`src/rtl/peripheral_uart_autobaud.sv`:
```
// ---------------------------------------------------------------------------
// peripheral_uart_autobaud
//
// Measures an incoming 0x55 sync character (8N1, LSB first) on the raw RX
// line. From it, the block derives the UART bit period and hands the divisor
// to the receiver. While no lock is held, the software divisor and enable
// pass straight through. The receiver stays disabled for the whole
// measurement, so it never sees the sync character.
//
// Ports
//   clk_i         clock
//   rstn_i        asynchronous active-low reset
//   rx_i          raw UART line (shared with the receiver)
//   ab_start_i    single-cycle pulse: start a measurement
//   ab_abort_i    return to IDLE from any state (highest priority)
//   cfg_div_sw_i  software divisor
//   cfg_en_sw_i   software receiver enable
//   cfg_div_o     divisor to the receiver
//   cfg_rx_en_o   enable to the receiver
//   busy_o        measurement in progress (WAIT_START, MEASURE, CHECK)
//   locked_o      a measured divisor is being driven
//   err_o         sticky error flag
//   err_code_o    01 timeout, 10 overflow/range, 11 pattern mismatch
//   err_clr_i     clears err_o / err_code_o (wins over a simultaneous set)
// ---------------------------------------------------------------------------
`timescale 1ns/1ps
module peripheral_uart_autobaud #(
    parameter int CNT_W      = 20,
    parameter int TIMEOUT    = 20'hFFFFF,
    parameter int MIN_PERIOD = 4
) (
    input  logic        clk_i,
    input  logic        rstn_i,
    input  logic        rx_i,
    input  logic        ab_start_i,
    input  logic        ab_abort_i,
    input  logic [15:0] cfg_div_sw_i,
    input  logic        cfg_en_sw_i,
    output logic [15:0] cfg_div_o,
    output logic        cfg_rx_en_o,
    output logic        busy_o,
    output logic        locked_o,
    output logic        err_o,
    output logic [1:0]  err_code_o,
    input  logic        err_clr_i
);
    localparam int PW = CNT_W - 3;

    typedef enum logic [2:0] {
        S_IDLE,
        S_WAIT_START,
        S_MEASURE,
        S_CHECK,
        S_LOCKED
    } state_t;

    state_t           state_q, state_d;
    logic [2:0]       sync_q;
    logic [CNT_W-1:0] cnt_q, cnt_d;
    logic [CNT_W-1:0] w_q, w_d;
    logic [CNT_W-1:0] t_q, t_d;
    logic [1:0]       falls_q, falls_d;
    logic             w_done_q, w_done_d;
    logic [15:0]      div_q, div_d;
    logic             err_q;
    logic [1:0]       err_code_q;
    logic             err_set;
    logic [1:0]       err_set_code;

    logic             fall_det, rise_det, cnt_max;
    logic [PW-1:0]    p, p_m1, win_lo, win_hi;
    logic             range_bad, pattern_bad;

    // Edges are taken between the two oldest synchronizer stages.
    assign fall_det = sync_q[2] & ~sync_q[1];
    assign rise_det = ~sync_q[2] & sync_q[1];
    assign cnt_max  = &cnt_q;

    // T spans 8 bit periods (start edge to the falling edge of bit 7).
    assign p      = t_q[CNT_W-1:3];
    assign p_m1   = p - PW'(1);
    assign win_lo = p - (p >> 2);
    assign win_hi = p + (p >> 2);

    // A zero period wraps p_m1, but the MIN_PERIOD test catches it first.
    assign range_bad   = (p < PW'(MIN_PERIOD)) || (64'(p_m1) > 64'h0000_0000_0000_FFFF);
    assign pattern_bad = (w_q < CNT_W'(win_lo)) || (w_q > CNT_W'(win_hi));

    always_comb begin
        state_d      = state_q;
        cnt_d        = cnt_q;
        w_d          = w_q;
        t_d          = t_q;
        falls_d      = falls_q;
        w_done_d     = w_done_q;
        div_d        = div_q;
        err_set      = 1'b0;
        err_set_code = 2'b00;

        case (state_q)
            S_IDLE: begin
                if (ab_start_i) begin
                    state_d = S_WAIT_START;
                    cnt_d   = '0;
                end
            end
            S_WAIT_START: begin
                cnt_d = cnt_q + 1'b1;
                if (fall_det) begin
                    state_d  = S_MEASURE;
                    cnt_d    = '0;
                    falls_d  = 2'd0;
                    w_done_d = 1'b0;
                end else if (cnt_q == CNT_W'(TIMEOUT)) begin
                    state_d      = S_IDLE;
                    err_set      = 1'b1;
                    err_set_code = 2'b01;
                end
            end
            S_MEASURE: begin
                if (cnt_max) begin
                    // Character longer than the counter can span.
                    state_d      = S_IDLE;
                    err_set      = 1'b1;
                    err_set_code = 2'b10;
                end else begin
                    cnt_d = cnt_q + 1'b1;
                    // Only the start bit's width is kept as the cross-check.
                    if (rise_det && !w_done_q) begin
                        w_d      = cnt_q + 1'b1;
                        w_done_d = 1'b1;
                    end
                    if (fall_det) begin
                        falls_d = falls_q + 2'd1;
                        if (falls_q == 2'd3) begin
                            t_d     = cnt_q + 1'b1;
                            state_d = S_CHECK;
                        end
                    end
                end
            end
            S_CHECK: begin
                if (range_bad) begin
                    state_d      = S_IDLE;
                    err_set      = 1'b1;
                    err_set_code = 2'b10;
                end else if (pattern_bad) begin
                    state_d      = S_IDLE;
                    err_set      = 1'b1;
                    err_set_code = 2'b11;
                end else begin
                    div_d   = 16'(p_m1);
                    state_d = S_LOCKED;
                end
            end
            S_LOCKED: begin
                if (ab_start_i) begin
                    state_d = S_WAIT_START;
                    cnt_d   = '0;
                end
            end
            default: state_d = S_IDLE;
        endcase

        // Abort overrides every transition, including error exits.
        if (ab_abort_i) begin
            state_d = S_IDLE;
            err_set = 1'b0;
        end
    end

    always_ff @(posedge clk_i or negedge rstn_i) begin
        if (!rstn_i) begin
            state_q    <= S_IDLE;
            sync_q     <= 3'b111;
            cnt_q      <= '0;
            w_q        <= '0;
            t_q        <= '0;
            falls_q    <= 2'd0;
            w_done_q   <= 1'b0;
            div_q      <= 16'd0;
            err_q      <= 1'b0;
            err_code_q <= 2'b00;
        end else begin
            state_q  <= state_d;
            sync_q   <= {sync_q[1:0], rx_i};
            cnt_q    <= cnt_d;
            w_q      <= w_d;
            t_q      <= t_d;
            falls_q  <= falls_d;
            w_done_q <= w_done_d;
            div_q    <= div_d;
            if (err_clr_i) begin
                err_q      <= 1'b0;
                err_code_q <= 2'b00;
            end else if (err_set) begin
                err_q      <= 1'b1;
                err_code_q <= err_set_code;
            end
        end
    end

    assign busy_o      = (state_q == S_WAIT_START) || (state_q == S_MEASURE) || (state_q == S_CHECK);
    assign locked_o    = (state_q == S_LOCKED);
    assign cfg_div_o   = locked_o ? div_q : cfg_div_sw_i;
    assign cfg_rx_en_o = ((state_q == S_IDLE) || locked_o) ? cfg_en_sw_i : 1'b0;
    assign err_o       = err_q;
    assign err_code_o  = err_code_q;

endmodule
```
`config.mk`:
```
export PLATFORM = sky130hd
export DESIGN_NAME = peripheral_uart_autobaud
export DESIGN_NICKNAME = d
export VERILOG_FILES = /design/src/rtl/peripheral_uart_autobaud.sv
export SDC_FILE = /design/constraint.sdc
export NUM_CORES = 1
export LEC_CHECK = 0
export ABC_CLOCK_PERIOD_IN_PS = 7430
export BUFFER_PORTS_ARGS = -buffer_cell sky130_fd_sc_hd__buf_2
export CELL_PAD_IN_SITES_DETAIL_PLACEMENT = 0
export CELL_PAD_IN_SITES_GLOBAL_PLACEMENT = 1
export CORE_UTILIZATION = 35
export CTS_BUF_LIST = sky130_fd_sc_hd__clkbuf_4
export DETAILED_ROUTE_END_ITERATION = 8
export GPL_TIMING_DRIVEN = 1
export PLACE_DENSITY = 0.68
export REMOVE_ABC_BUFFERS = 1
export SETUP_SLACK_MARGIN = 0.05
export SLEW_MARGIN = 10
export SYNTH_ARGS = -nofsm -noshare
export SYNTH_HDL_FRONTEND = slang
export SYNTH_SLANG_ARGS = --single-unit
```
`constraint.sdc`:
```
create_clock -name clk_i -period 7.43 [get_ports clk_i]
set_input_delay 1.8575 -clock clk_i [delete_from_list [all_inputs] [get_ports clk_i]]
set_output_delay 1.8575 -clock clk_i [all_outputs]
set_load 0.005 [all_outputs]
```
* Word-level counts from Yosys, hierarchy flattened *
Index checks and enable logic that the tools add are counted.

word-level totals
  register bits = 88
  bits of input ports = 23
  output and inout port bits = 22

cells by class
  add/subtract/negate cells = 5
  magnitude comparators = 4
  eq/ne operators = 15
  mux-type cells = 41
  bitwise gates (word level) = 7
  reductions and logical operators = 20

operators with widths
  operator                                                                 number
  20-bit two-way mux                                                       3
  20-bit one-hot mux with 3 select lines                                   1
  3-bit two-way mux                                                        9
  20-bit by 1-bit adder with 20-bit output (second input constant)         1
  20-bit == test (second input constant)                                   1
  20-bit by 17-bit > comparator with 1-bit output                          1
  20-bit by 17-bit < comparator with 1-bit output                          1
  20-bit AND reduction                                                     1
  17-bit by 15-bit adder with 17-bit output                                1
  17-bit by 16-bit > comparator with 1-bit output (second input constant)  1
  17-bit by 3-bit < comparator with 1-bit output (second input constant)   1
  17-bit by 1-bit subtractor with 17-bit output (second input constant)    1
  17-bit by 15-bit subtractor with 17-bit output                           1
  16-bit two-way mux                                                       1
  2-bit two-way mux                                                        8
  4-bit AND reduction                                                      4
  1-bit two-way mux                                                        14
  4-bit inequality test (second input constant)                            3
  3-bit one-hot mux with 4 select lines                                    1
  3-bit AND reduction                                                      3
  2-bit inequality test (second input constant)                            4
  3-bit by 2-bit == test with 1-bit output (second input constant)         2
  2-bit one-hot mux with 3 select lines                                    1
  1-bit logical OR                                                         5
  17 further kinds                                                         23

* Longest topological paths before layout *
  depth in word-level cells = 9
  depth in mapped cells = 23

* Least setup slack after synthesis *
Ideal clock, no wire load.

  path kind = register -> register
  from = reg t_q[9]
  to = reg div_q[11]
  setup time = 0.125 ns
  data arrival time = 5.299 ns
  data required time = 7.305 ns
  slack = 2.006 ns
  cell stages (with the launch flop) = 24
  path buffers = 4
  period minus slack after synthesis = 5.424 ns
  path through = dfrtp_1 -> clkbuf_1 -> inv_1 -> ha_1 -> clkbuf_1 -> or3b_2 -> o2111ai_1 -> a31oi_1 -> o21ai_0 -> a2111oi_0 -> a2111oi_0 -> nor2_1 -> xnor2_1 -> ha_1 -> and3_1 -> nand3_1 -> or3_1 -> o21ai_0 -> o21ai_1 -> a211o_1 -> or4b_1 -> buf_6 -> buf_12 -> mux2_4

between the ends
  word-level cells in the longest chain between the ends = 5
  elaborated cells on any way between the ends = 12
  those cells by class = add/sub (3); order compare (4); bitwise (2); reduce/logical (3)

ends and longest elaborated chain
  element                                                                        RTL line  RTL
  from (decl)                                                                    61        logic [CNT_W-1:0] t_q, t_d;
  from (signal assigned)                                                         189       t_q <= t_d;
  17-bit by 15-bit subtractor with 17-bit output, or another cell as far along   82        assign win_lo = p - (p >> 2);
  20-bit by 17-bit < comparator with 1-bit output, or another cell as far along  87        assign pattern_bad = (w_q < CNT_W'(win_lo)) || (w_q > CNT_W'(win_hi));
  1-bit logical OR (on tied branches)                                            87, 86
  1-bit inverter (no line)                                                       -
  3-bit AND reduction (no line)                                                  -
  to (signal assigned)                                                           192       div_q <= div_d;
  to (decl)                                                                      64        logic [15:0] div_q, div_d;

Parallel ways exist; a longest one is shown, timed or not.
A chain may end at the register's enable or synchronous reset.

* Worst setup path after layout *
  from = reg t_q[5]
  to = reg div_q[15]

Same word-level chain as after synthesis.

==> results.toml <==
[status]
outcome = "finished with violations"
violated_checks = "DRC"

[global_route]
gr-max-usage-layer = "met2"
grt_max_degree = 46
met3_resource_use_gr = 0.0259
global_route.overflow_total = 0
grt.met1_usage = 0.232
initial_antenna_violation_count = 1
globalRouteTotalUtil = 0.176
gr-usage-met2 = 0.283
grt_first_pass_wirelength_mm = 26.9
grt_pass1_vias = 5266

[critical_path]
critPathArrivalTime_ns = 6.54
setup.worst_path.end_class = "flip-flop"
cpPeakStageDelay_ns = 0.89
crit_type = "reg -> reg"
worstReg2RegStart = "t_q[5]"
critical_path.slowest_cell = "sky130_fd_sc_hd__or4b_1"
path_cells = "ha_1, inv_1, fa_1, o21ba_2, o2111ai_1, a31oi_1, o21ai_0, a2111oi_0, a2111oi_0, nor2_1, xnor2_1, ha_1, and3_1, nand3_1, or3_1, o21ai_0, o21ai_1, a211o_1, or4b_1, mux2_4"
r2r_setup_slack_ns = 1.25
required_ns = 7.79
critical_path.startpoint_type = "flip-flop"
cp_max_fo = 17
rr_worst_depth = 20
reg2reg_to = "div_q[15]"

[floorplanning]
floorplan.die.width_um = 139
die_height_um = 139
dieArea_um2 = 19200
core_um2 = 18100
placement_rows = 49
start_util = 0.360
io_pins = 45

[finish]
final_cell_area_um2 = 7070
design.final.nets = 865
final_cell_mix = "sky130_fd_sc_hd__o21ai_0 (86), sky130_fd_sc_hd__nand2_1 (83), sky130_fd_sc_hd__dfrtp_1 (82)"
filler_cell_count = 1823
layout.cells.most_common = "sky130_fd_sc_hd__o21ai_0"
multiInputGateArea_um2 = 4090
fraction_of_final_layout_cells_sized_beyond_drive_strength_1 = 0.141
syn2layout_area_growth_pct = 8.21
final-seq-area_um2 = 2130

[drt]
violation_count_after_the_first_detailed_route_iteration = 380
wl_per_cell_um = 16.0
vias_per_cell = 5.29
route.vias.total = 5329
drcViolationCount = 8
postRouteAntennaNets = 0
dr.pass1.iters = 6
postRouteWirelength_mm = 16.1

[yosys]
synth_seq_area_share = 0.326
syn_area_per_cell_um2 = 8.70
synthArstFlopShare = 1.00
syn-cell-area_um2 = 6540
synth_top_family_by_area = "simple AND/OR/NAND/NOR gates"
synth_compound_area_frac = 0.169
synth-warning-count = 0
syn-instance-count = 751
synth_xor_area_frac = 0.0764
postSynth.topFlopCell = "sky130_fd_sc_hd__dfrtp_1"
synth-seq-cells = 85
yosys.area_share.adder = 0.134
synth_edf_count = 0
simple_gate_portion_of_the_synthesized_area = 0.182
fraction_of_synthesized_area_in_multiplexers = 0.0651
synth_cell_types = 63

[power_and_ir_drop]
logic_gate_share_of_total_power = 0.127
net_switching_uw = 247
p_seq_frac = 0.534
power.switching_fraction = 0.272
power.density_cell_area_nw_per_um2 = 129
internal_power_uw = 663
share_clk_of_total_power = 0.339
max-vdd-ir-drop_mv = 0.0531
leakage_uw = 0.00318

[sta]
post-route-period-util = 0.832
fmax_mhz = 162
worst_clock_skew_ns = 0.0173
setup_repair_after_global_routing_missed_its_margin = "no"
finalHoldViolations = 0
finalWorstSetupSlack_ns = 1.25
tightest_slew_ns = 1.17
final_period_minus_worst_setup_slack_ns = 6.18
report.final.setup_viol = 0
timing.setup.tns_ns = 0
slew_violations = 0
hold_ws_ns = 0.366
slew_headroom = 0.197

[job]
max_cap_violations = 0

[hold_path]
min_delay_path_depth = 0
min-delay-path-class = "reg -> reg"
timing.hold.worst.start = "sync_q[0]"
worstHoldEndpoint = "sync_q[1]"

[clocking]
post-cts-setup-buffer-count = 0
clock_tree.root_cell = "sky130_fd_sc_hd__clkbuf_4"
cts-root-to-sink-buffers = 2
ctsResizeCount = 0
postCtsHoldBufs = 0
tritoncts.num_buffers = 9
tritoncts = "built"
htreeDepth = 3
clock_insertion_delay_worst_skew_ns = 0.47
cts.reportedPaths.clkPinSlew_ns = 0.14
cts_num_sinks = 85

[place]
detailed_place.area_um2 = 6910
pre_cts_ws_ns = 1.22
port_buffers = 44
dp_hpwl_mm = 12.7
place.gp.congestion = 0.843
==> registers in the layout, summed over array words and instances (netlist names) <==
| signal | cells |
|---|---|
| div_q | 16 |
| sync_q | 3 |
| w_done_q | 1 |
| cnt_q | 20 |
| err_o | 1 |
| w_q | 20 |
| t_q | 17 |
| falls_q | 2 |
| state_q | 3 |
| err_code_o | 2 |
==> worst max-delay path: cells and delay by family, from the launching register on <==
kind / cells / cell delay [ns]
adders and majority gates: 3 / 0.95
buffers and inverters: 1 / 0.05
DFF: 1 / 0.59
AOI/OAI and AO/OA: 9 / 2.17
and+or+nand+nor: 5 / 1.70
muxes: 1 / 0.44
xor gates and xnor gates: 1 / 0.16
==> cell usage after synthesis, types with 3 or more instances <==
library cell / instances / share of area
sky130_fd_sc_hd__o211ai_1: 6 / 0.0069
sky130_fd_sc_hd__mux2_2: 24 / 0.041
sky130_fd_sc_hd__nand4_1: 7 / 0.0067
sky130_fd_sc_hd__or4_1: 3 / 0.0034
sky130_fd_sc_hd__or2_2: 5 / 0.0048
sky130_fd_sc_hd__mux2i_1: 5 / 0.0077
sky130_fd_sc_hd__a31oi_1: 6 / 0.0057
sky130_fd_sc_hd__xor2_1: 13 / 0.017
sky130_fd_sc_hd__a211oi_1: 6 / 0.0069
sky130_fd_sc_hd__a21oi_1: 30 / 0.023
sky130_fd_sc_hd__and3_1: 11 / 0.011
sky130_fd_sc_hd__o21ai_0: 87 / 0.067
sky130_fd_sc_hd__nor2_1: 48 / 0.028
sky130_fd_sc_hd__a21o_1: 10 / 0.011
sky130_fd_sc_hd__or3_1: 10 / 0.0096
sky130_fd_sc_hd__xnor2_1: 44 / 0.059
sky130_fd_sc_hd__dfrtp_1: 82 / 0.31
sky130_fd_sc_hd__clkbuf_1: 33 / 0.019
sky130_fd_sc_hd__o21bai_1: 4 / 0.0046
sky130_fd_sc_hd__nor4_1: 6 / 0.0057
sky130_fd_sc_hd__and2_1: 5 / 0.0048
sky130_fd_sc_hd__a2111oi_0: 5 / 0.0067
sky130_fd_sc_hd__nor2b_1: 4 / 0.0038
sky130_fd_sc_hd__a221oi_1: 3 / 0.0040
sky130_fd_sc_hd__a22o_1: 3 / 0.0040
sky130_fd_sc_hd__dfstp_2: 3 / 0.012
sky130_fd_sc_hd__nand3_1: 23 / 0.018
sky130_fd_sc_hd__ha_1: 67 / 0.13
sky130_fd_sc_hd__nor3_1: 16 / 0.012
sky130_fd_sc_hd__inv_1: 39 / 0.022
sky130_fd_sc_hd__nand2b_1: 13 / 0.012
sky130_fd_sc_hd__nand2_1: 83 / 0.048
sky130_fd_sc_hd__mux2_4: 7 / 0.016
sky130_fd_sc_hd__o31ai_1: 4 / 0.0046
==> cell families (layout without fill, tap and decap cells) <==
family                   after synthesis  count (layout)
AND/OR/NAND/NOR                      245             245
AO/OA/AOI/OAI                        183             183
flip-flops                            85              85
buffers and inverters                 76             103
adder cells (fa/ha/maj)               69              69
XOR/XNOR                              57              57
multiplexers                          36              36
other                                  0               1
==> area by class of cell <==
class / instances / area share
Timing Repair Buffer: 47 / 0.0347
Tap cell: 229 / 0.0405
Sequential cell: 85 / 0.301
Multi-Input combinational cell: 590 / 0.579
Inverter: 40 / 0.0212
Clock buffer: 10 / 0.0106
Clock inverter: 6 / 0.0124
Antenna cell: 1 / 0.000354
==> metrics by stage <==
stage	std cells	power (uW)	utilization
finish	1008	910	0.390
global route	1008	960	0.390
CTS	1007	928	0.390
detailed placement	991	611	0.381
global placement	991	607	0.381
floorplan	715	558	-
==> routing by layer <==
metal  part of all wire  vias to the layer above  wire [um]
li1                   -                     2689          -
met1               0.48                     2516       7650
met2               0.45                       93       7210
met3              0.035                       31        562
met4              0.041                        0        660
met5                  0                        -          0
==> worst max-delay path by stage <==
stage               startpoint   endpoint
finish                  t_q[5]  div_q[15]
global placement        t_q[5]   div_q[8]
detailed placement      t_q[9]  div_q[11]
floorplan               t_q[9]  div_q[11]
CTS                     t_q[5]  div_q[11]
global route            t_q[5]  div_q[15]
==> power by group through the flow <==
| stage | Clock (uW) | Combinational (uW) | Sequential [uW] |
|---|---|---|---|
| after floorplan | 0 | 66.7 | 492 |
| after global placement | 0 | 113 | 494 |
| after detailed placement | 0 | 116 | 495 |
| after CTS | 326 | 116 | 486 |
| after global routing | 340 | 130 | 489 |
| final | 308 | 116 | 486 |
Note: power is estimated with default switching activity, not from simulation.
